==> config.mk <==
export PLATFORM = sky130hd
export DESIGN_NAME = id_stage
export DESIGN_NICKNAME = d
export VERILOG_FILES = /design/src/rtl/id_stage.sv
export SDC_FILE = /design/constraint.sdc
export NUM_CORES = 1
export LEC_CHECK = 0
export CAP_MARGIN = 20
export CORE_UTILIZATION = 25
export DETAILED_ROUTE_END_ITERATION = 12
export PLACE_DENSITY = 0.59
export SLEW_MARGIN = 20
export SYNTH_ARGS = -nofsm -noshare
export SYNTH_HDL_FRONTEND = slang
export SYNTH_SLANG_ARGS = --single-unit
==> constraint.sdc <==
create_clock -name clk -period 4.6 [get_ports clk]
set_input_delay 0.69 -clock clk [delete_from_list [all_inputs] [get_ports clk]]
set_output_delay 0.69 -clock clk [all_outputs]
set_load 0.03 [all_outputs]
==> src/rtl/id_stage.sv <==
// id_stage: single-entry decode register with a per-register pending-write scoreboard and branch stall.
// Optional feature: define ID_WB_BYPASS_EN to let a same-cycle writeback release a hazard.
`ifndef OP_R
`define OP_R 2'b00
`endif
`ifndef OP_I
`define OP_I 2'b01
`endif
`ifndef OP_B
`define OP_B 2'b10
`endif
`ifndef REG0
`define REG0 {RFW{1'b0}}
`endif

module id_stage #(
  parameter int IW  = 12,
  parameter int IMW = 4,
  parameter int RFW = 2
) (
  input  logic           clk,
  input  logic           rst,
  input  logic           in_valid,
  output logic           in_ready,
  input  logic [IW-1:0]  in_instr,
  input  logic [IMW-1:0] in_pc,
  output logic           out_valid,
  input  logic           out_ready,
  output logic [IW-1:0]  out_instr,
  output logic [IMW-1:0] out_pc,
  output logic [RFW-1:0] out_rs1,
  output logic [RFW-1:0] out_rs2,
  output logic [RFW-1:0] out_rd,
  output logic           out_rf_we,
  output logic           out_branch,
  input  logic           wb_valid,
  input  logic [RFW-1:0] wb_rd,
  input  logic           br_done,
  input  logic           flush,
  output logic           sb_busy
);

  localparam int NREG = 2 ** RFW;

  typedef enum logic {ST_RUN = 1'b0, ST_BR_WAIT = 1'b1} state_t;

  state_t          state_r, state_next_s;
  logic [NREG-1:0] pend_r, pend_next_s, pend_haz_s, wb_clr_s, hs_set_s;
  logic [1:0]      dec_op_s;
  logic [RFW-1:0]  dec_rd_s, dec_rs1_s, dec_rs2_s;
  logic            dec_we_s, dec_br_s;
  logic            hazard_s, accept_s, handoff_s;

  // A source register is busy if a write to it is pending or is sitting in the output register.
  function automatic logic reg_busy(input logic [RFW-1:0] rs, input logic [NREG-1:0] pend,
                                    input logic held_we, input logic [RFW-1:0] held_rd);
    logic busy;
    if (rs == `REG0) begin
      busy = 1'b0;
    end else begin
      busy = pend[rs] | (held_we & (held_rd == rs));
    end
    return busy;
  endfunction

  // Field extraction and control decode of the incoming word.
  always_comb begin
    dec_op_s  = in_instr[1:0];
    dec_rs1_s = in_instr[2+2*RFW-1 -: RFW];
    dec_rs2_s = in_instr[2+3*RFW-1 -: RFW];
    dec_br_s  = (dec_op_s == `OP_B);
    dec_we_s  = ((dec_op_s == `OP_R) || (dec_op_s == `OP_I)) && (in_instr[2+RFW-1:2] != `REG0);
    if (dec_we_s) begin
      dec_rd_s = in_instr[2+RFW-1:2];
    end else begin
      dec_rd_s = `REG0;
    end
  end

  // Scoreboard set/clear vectors; a handoff set wins over a writeback clear of the same register.
  always_comb begin
    wb_clr_s = {NREG{1'b0}};
    hs_set_s = {NREG{1'b0}};
    if (wb_valid) begin
      wb_clr_s[wb_rd] = 1'b1;
    end else begin
      wb_clr_s = {NREG{1'b0}};
    end
    if (handoff_s && out_rf_we) begin
      hs_set_s[out_rd] = 1'b1;
    end else begin
      hs_set_s = {NREG{1'b0}};
    end
    pend_next_s    = (pend_r & ~wb_clr_s) | hs_set_s;
    pend_next_s[0] = 1'b0;
`ifdef ID_WB_BYPASS_EN
    pend_haz_s = pend_r & ~wb_clr_s;
`else
    pend_haz_s = pend_r;
`endif
  end

  assign handoff_s = out_valid & out_ready;
  assign hazard_s  = reg_busy(dec_rs1_s, pend_haz_s, out_valid & out_rf_we, out_rd) |
                     reg_busy(dec_rs2_s, pend_haz_s, out_valid & out_rf_we, out_rd);
  assign in_ready  = (state_r == ST_RUN) & ~flush & ~hazard_s & (~out_valid | out_ready);
  assign accept_s  = in_valid & in_ready;
  assign sb_busy   = |pend_r;

  // Branch-wait FSM next state; flush always returns to RUN.
  always_comb begin
    state_next_s = state_r;
    case (state_r)
      ST_RUN: begin
        if (accept_s && dec_br_s) begin
          state_next_s = ST_BR_WAIT;
        end else begin
          state_next_s = ST_RUN;
        end
      end
      ST_BR_WAIT: begin
        if (br_done) begin
          state_next_s = ST_RUN;
        end else begin
          state_next_s = ST_BR_WAIT;
        end
      end
      default: state_next_s = ST_RUN;
    endcase
    if (flush) begin
      state_next_s = ST_RUN;
    end else begin
      state_next_s = state_next_s;
    end
  end

  // FSM and scoreboard registers.
  always_ff @(posedge clk or posedge rst) begin
    if (rst) begin
      state_r <= ST_RUN;
      pend_r  <= {NREG{1'b0}};
    end else begin
      state_r <= state_next_s;
      pend_r  <= pend_next_s;
    end
  end

  // Output register: flush discards, accept loads, handoff empties, otherwise hold.
  always_ff @(posedge clk or posedge rst) begin
    if (rst) begin
      out_valid  <= 1'b0;
      out_instr  <= {IW{1'b0}};
      out_pc     <= {IMW{1'b0}};
      out_rs1    <= {RFW{1'b0}};
      out_rs2    <= {RFW{1'b0}};
      out_rd     <= {RFW{1'b0}};
      out_rf_we  <= 1'b0;
      out_branch <= 1'b0;
    end else if (flush) begin
      out_valid <= 1'b0;
    end else if (accept_s) begin
      out_valid  <= 1'b1;
      out_instr  <= in_instr;
      out_pc     <= in_pc;
      out_rs1    <= dec_rs1_s;
      out_rs2    <= dec_rs2_s;
      out_rd     <= dec_rd_s;
      out_rf_we  <= dec_we_s;
      out_branch <= dec_br_s;
    end else if (handoff_s) begin
      out_valid <= 1'b0;
    end
  end

endmodule

==> key figures <==
Worst setup path
  • CP endpoint: in_ready
  • Kind of critical path: input pin to output port
  • Setup crit start kind: input pin
  • Setup slack, reg-to-reg: 2.55 ns
  • Worst reg2reg endpoint: out_instr[10]
  • Launch point of the worst path: in_instr[6]
  • Reg2reg start: out_rf_we
  • WP data arrival: 2.54 ns
  • Crit path required time: roughly 3.9 ns
  • R2R depth: 6
  • CP Max Fanout: 4
  • CP Capture Type: output port

Drt
  • Final routed DRC violation total: 0
  • Iter 0 DRT Violations: 30
  • Vias per inst: 4.23
  • Final wirelength: 2.66 mm
  • WL/cell: approximately 13 microns
  • DR vias: 880
  • Routed Antenna Nets: 0
  • First drt pass iteration count: 4

Clock tree
  • Buffers from clock root to sink, at most: 2
  • Sink Count: 25
  • Clock latency on the worst-skew pair: 0.26 ns
  • Post-CTS Hold Buffers: 0
  • CTS tree: done
  • Clk root buf: clkbuf_8
  • H-tree levels: 1
  • CTS clk-pin slew, worst paths: 0.08 ns
  • Num CTS Buffers: 3
  • Postcts setup bufs: 0
  • PostCTS Resize Cnt: 0

Logic synthesis
  • Largest cells by area after synthesis: dfrtp_1 51%, mux2_4 21%, buf_12 3.3%, buf_4 2.4%, o21ai_0 2.0%
  • Post-synth top area cell: dfrtp_1
  • Synth Area per Inst: 13.4 sq um
  • Post-synthesis mux area share: 23.4%
  • Cell Area, Synth: between 1000 and 1500 sq um
  • Synth Area in Compound Gates: 5.30%
  • Mapped Cells: ~90
  • Post-Synth Adder-Cell Area: 0%
  • Post-synthesis sequential area ratio: 50.9%
  • Syn. warnings: 0
  • Post-synthesis xor/xnor area fraction: 0%
  • Syn_nets: 117
  • #FFs+latches synth: 25
  • Simple-Gate Fraction of Synth Area: between 10% and 20%
  • Main combinational cell family by area after synthesis: multiplexers
  • Share of the synthesized area in the top cell type: 50.9%
  • Netlist cell types: 28

STA
  • Skew final: 0.00110 ns
  • Fin. max-slew vios: 0
  • Slew @ Worst Pin: between 0.8 and 0.9 ns
  • Maximum clock frequency: 309 MHz
  • TNS Setup: 0 ns
  • RSZ-0062 raised after global routing: false
  • Fin crit period: roughly 3.2 ns
  • Final setup fails: 0
  • Fin. Hold Viols: 0
  • Slew HR: 40.6%
  • Period Utilization, post-route: approximately 70%

Floorplanning
  • Die ar.: 5200 sq um
  • Initial core utilization: roughly a quarter
  • Die height: 72.1 microns
  • Die Wd: 72.1 microns
  • Rows: 25
  • Ports: 52
  • Core area: 4720 sq um

Job
  • Max-cap check violation count: 0

Place
  • IO Port Bufs: 51
  • Routability congestion estimate: 0.815
  • DP HPWL: 2.03 mm

Finish
  • Register area: 626 sq um
  • Area growth, synth to finish: 46.0%
  • N_diodes: 0
  • Nets: 167
  • Multi-input logic area: 503 sq um
  • Layout cells sized above 1: 19.1%
  • FILL cells: 457

Global routing
  • First-pass GRT wire length: 4.20 mm
  • Residual overflow from global routing: 0
  • Total track usage: approximately a tenth
  • Initial antenna violation count: 0
  • Pin count of the biggest net entering global routing: 26
  • Vias in the first global route: 868

Power and ir drop
  • LEAKAGE: 0.000788 uW
  • Power, Total: 885 uW
  • Pwr Density: between 400 and 500 nW/um^2
  • Worst vdd ir: ~0.00013 V

Outcome
  • Status: finished, final reports clean

Hold path
  • Hold crit path type: flip-flop to flip-flop
==> placed cells by master, fill, tap and decap left out, drive strengths merged, types with 2 or more instances in the layout <==
| cell | instances |
|---|---|
| and2b | 4 |
| o21ai | 5 |
| inv | 4 |
| mux2 | 19 |
| dfrtp | 25 |
| clkdlybuf4s50 | 51 |
| and4b | 2 |
| o22ai | 2 |
| clkbuf | 4 |
| nor2 | 3 |
| nand3 | 3 |
| nand2 | 5 |
| and3 | 2 |
==> synthesized netlist by cell type <==
cell / number
nand2b_1: 1
mux2_2: 2
or3_1: 1
nand2_1: 5
nand3_1: 3
and4b_2: 1
nor2_1: 3
mux2i_1: 1
o22ai_1: 2
inv_1: 5
mux2_4: 17
buf_6: 1
buf_4: 4
nor2b_1: 1
a41o_2: 1
a21o_1: 1
dfrtp_1: 25
and4b_1: 1
and2b_1: 3
and2b_2: 1
a22o_1: 1
nand4_1: 1
and3_2: 1
buf_12: 2
nor3_1: 1
and3_1: 1
o21ai_0: 5
and4_1: 1
==> report_power, final <==
part	internal, uW	switching [uW]	leakage [uW]
combinational	218	219	0.000459
sequential	279	44.1	0.000306
clock	61.7	62.7	0.0000228
total	559	326	0.000788
==> worst min path at each step <==
| stage | start | to | slack [ns] | depth (start not counted) |
|---|---|---|---|---|
| floorplan | pend_haz_s[3] | pend_haz_s[3] | 0.46 | 2 |
| global placement | out_instr[9] | out_instr[9] | 0.49 | 1 |
| detailed placement | out_pc[3] | out_pc[3] | 0.49 | 1 |
| CTS | state_r | state_r | 0.52 | 1 |
| global route | state_r | state_r | 0.53 | 1 |
| finish | state_r | state_r | 0.51 | 1 |
==> registers in the layout (all words and copies together), names as in the netlist <==
signal      cells
out_rd          2
out_branch      1
out_instr      12
out_pc          4
out_rf_we       1
pend_haz_s      3
state_r         1
out_valid       1
==> metrics by stage <==
stage | hold slack (ns) | cell area (sq um) | utilization, % | cells | setup slack (ns)
finish | 0.514 | 1790 | 38.0 | 208 | 1.37
global route | 0.533 | 1790 | 38.0 | 208 | 1.32
CTS | 0.517 | 1790 | 38.0 | 208 | 1.37
detailed placement | 0.492 | 1750 | 37.0 | 204 | 1.38
global placement | 0.492 | 1750 | 37.0 | 204 | 1.41
floorplan | 0.461 | 1230 | - | 92 | 2.53
==> cell type report <==
| cell class | count | share of cell area [%] |
|---|---|---|
| Multi-Input combinational cell | 55 | 28.0 |
| Tap cell | 67 | 4.67 |
| Inverter | 5 | 1.05 |
| Clock buffer | 4 | 2.51 |
| Sequential cell | 25 | 34.9 |
| Timing Repair Buffer | 52 | 28.9 |
==> cells by family (layout without fill, tap and decap cells) <==
group	Yosys count	count (layout)
compound gates	10	10
mux	20	20
flops	25	25
buf+inv	12	61
simple gates	25	25
==> critical path, cell delays in order <==
cell             delay, ns
clkdlybuf4s50_1       0.52
and2b_2               0.23
o22ai_1               0.10
and3_1                0.18
and3_2                0.16
clkdlybuf4s50_1       0.66
==> metal layers <==
layer | global-route usage, % | vias up | part of all wire [%]
li1 | - | 417 | -
met1 | 13.3 | 429 | 45
met2 | 18.3 | 34 | 50
met3 | 2.08 | 0 | 5.3
met4 | 3.49 | 0 | 0
met5 | 0 | - | 0
(Power assumes the default switching activity.)
==> edit (config.mk and constraints unchanged) <==
`IW`: 12 -> 13.
--- a/src/rtl/id_stage.sv
+++ b/src/rtl/id_stage.sv
@@ -16,3 +16,3 @@
 module id_stage #(
-  parameter int IW  = 12,
+  parameter int IW  = 13,
   parameter int IMW = 4,
Ports: changed (resized in_instr and out_instr); port bits go from 52 to 54. The function was not compared with the original's and may differ.
==> edit against the original RTL <==
Clock skew increased by 0.0018 ns. Worst hold slack got worse by 0.0020 ns. Register-to-register slack got worse by 0.39 ns. Clock power increased by 53%. Worst setup slack got worse by 0.019 ns. Combinational power increased by 3%. Count of clock-buffer cells in the layout decreased by 1. Synthesized cell count increased by 2.2%. Routed wire length increased by 9.0%. Total power increased by 11%. First-iteration DRC count decreased by 53%. Sequential cell count increased by 1. Area after synthesis increased by 3.0%. Cell area increased by 4.6%.
==> edit: results (changes against the original RTL) <==
- Drt initial violations: 14 (was 30)
- First-pass GRT wire length: 4512 um (was 4202 um)
- Cells after synthesis: 94 (was 92)
- Layout cells sized above 1: 20.69% (was 19.15%)
- Largest net degree at the start of global routing: 27 (was 26)
- Worst Hold Path EP: out_pc[2] (was state_r)
- WHS: 0.5121 ns (was 0.5142 ns)
- Final nets: 172 (was 167)
- GPL Wtd Cong: 0.7545 (was 0.8145)
- Pint: 0.6327 mW (was 0.5590 mW)
- Relative slew margins: 61.52% (was 40.63%)
- CP max-delay cell: clkdlybuf4s50_1 (unchanged)
- FF-to-FF End: out_pc[0] (was out_instr[10])
- CP max stage delay: 0.68 ns (was 0.66 ns)
- Largest Register: out_instr (unchanged)
- Design Power: 0.9799 mW (was 0.8848 mW)
- Die area: 5348 sq um (was 5199 sq um)
- Worst VDD drop: 0.1901 mV (was 0.1296 mV)
- Sequential Power Share: 34.5% (was 36.5%)
- Count of input and output buffers: 53 (was 51)
- Leak Pwr: 0.8264 nW (was 0.7876 nW)
- Finished Layout Cells: 212 (was 208)
- Post-synth net total: 120 (was 117)
- Final Hold Fails: 0 (unchanged)
- Hold Startpoint: out_pc[2] (was state_r)
- DP Area: 1805 sq um (was 1749 sq um)
- Final WL: 2893 um (was 2655 um)
- Flop2flop setup slack: 2.16 ns (was 2.55 ns)
- Setup ws final: 1.350 ns (was 1.369 ns)
- Worst slack, placed: 1.354 ns (was 1.376 ns)
- Worst EP arrival: 2.56 ns (was 2.54 ns)
- Total GRT Usage: 11.14% (was 10.59%)
- Clk pwr: 0.190 mW (was 0.124 mW)
- Setup Skew: 0.002928 ns (was 0.001100 ns)
- RR Startpoint: out_rf_we (unchanged)
- Vias in the first global route: 909 (was 868)
- Max reg flops: 13 (was 12)
- DR vias/cell: 4.283 (was 4.231)
- Run status: complete, no violations (unchanged)
- List of most frequent post-synthesis cells: 26 x dfrtp_1, 17 x mux2_4, 5 x inv_1, 5 x nand2_1, 5 x o21ai_0 (was 25 x dfrtp_1, 17 x mux2_4, 5 x inv_1, 5 x nand2_1, 5 x o21ai_0)
- Post-synthesis sequential area ratio: 51.43% (was 50.92%)
[edit: changes by cell type after synthesis]
| cell | before | now |
|---|---|---|
| dfrtp_1 | 25 | 26 |
| mux2_2 | 2 | 3 |
[edit: layout make-up]
| type | count | area [sq um] |
|---|---|---|
| Clock buffer | 3 | 41.29 |
| Clock inverter | 1 | 30.03 |
| Fill cell | 478 | 2909 |
| Inverter | 5 | 18.77 |
| Multi-Input combinational cell | 56 | 514.2 |
| Sequential cell | 26 | 650.6 |
| Tap cell | 67 | 83.83 |
| Timing Repair Buffer | 54 | 538.0 |
[edit: kinds of logic (layout without fill, tap and decap cells)]
family	Yosys count	after routing	share of synthesized area, %
buffers and inverters	12	63	7.913
AOI/OAI and AO/OA	10	10	5.143
and+or+nand+nor	25	25	11.87
muxes	21	21	23.64
DFF	26	26	51.43
[edit: per-layer routing]
metal	GRT usage [%]	vias up	wire [um]
met5	0	-	0
met3	4.144	2	249
met2	18.93	41	1389
li1	-	426	-
met1	13.83	439	1249
met4	1.307	0	6
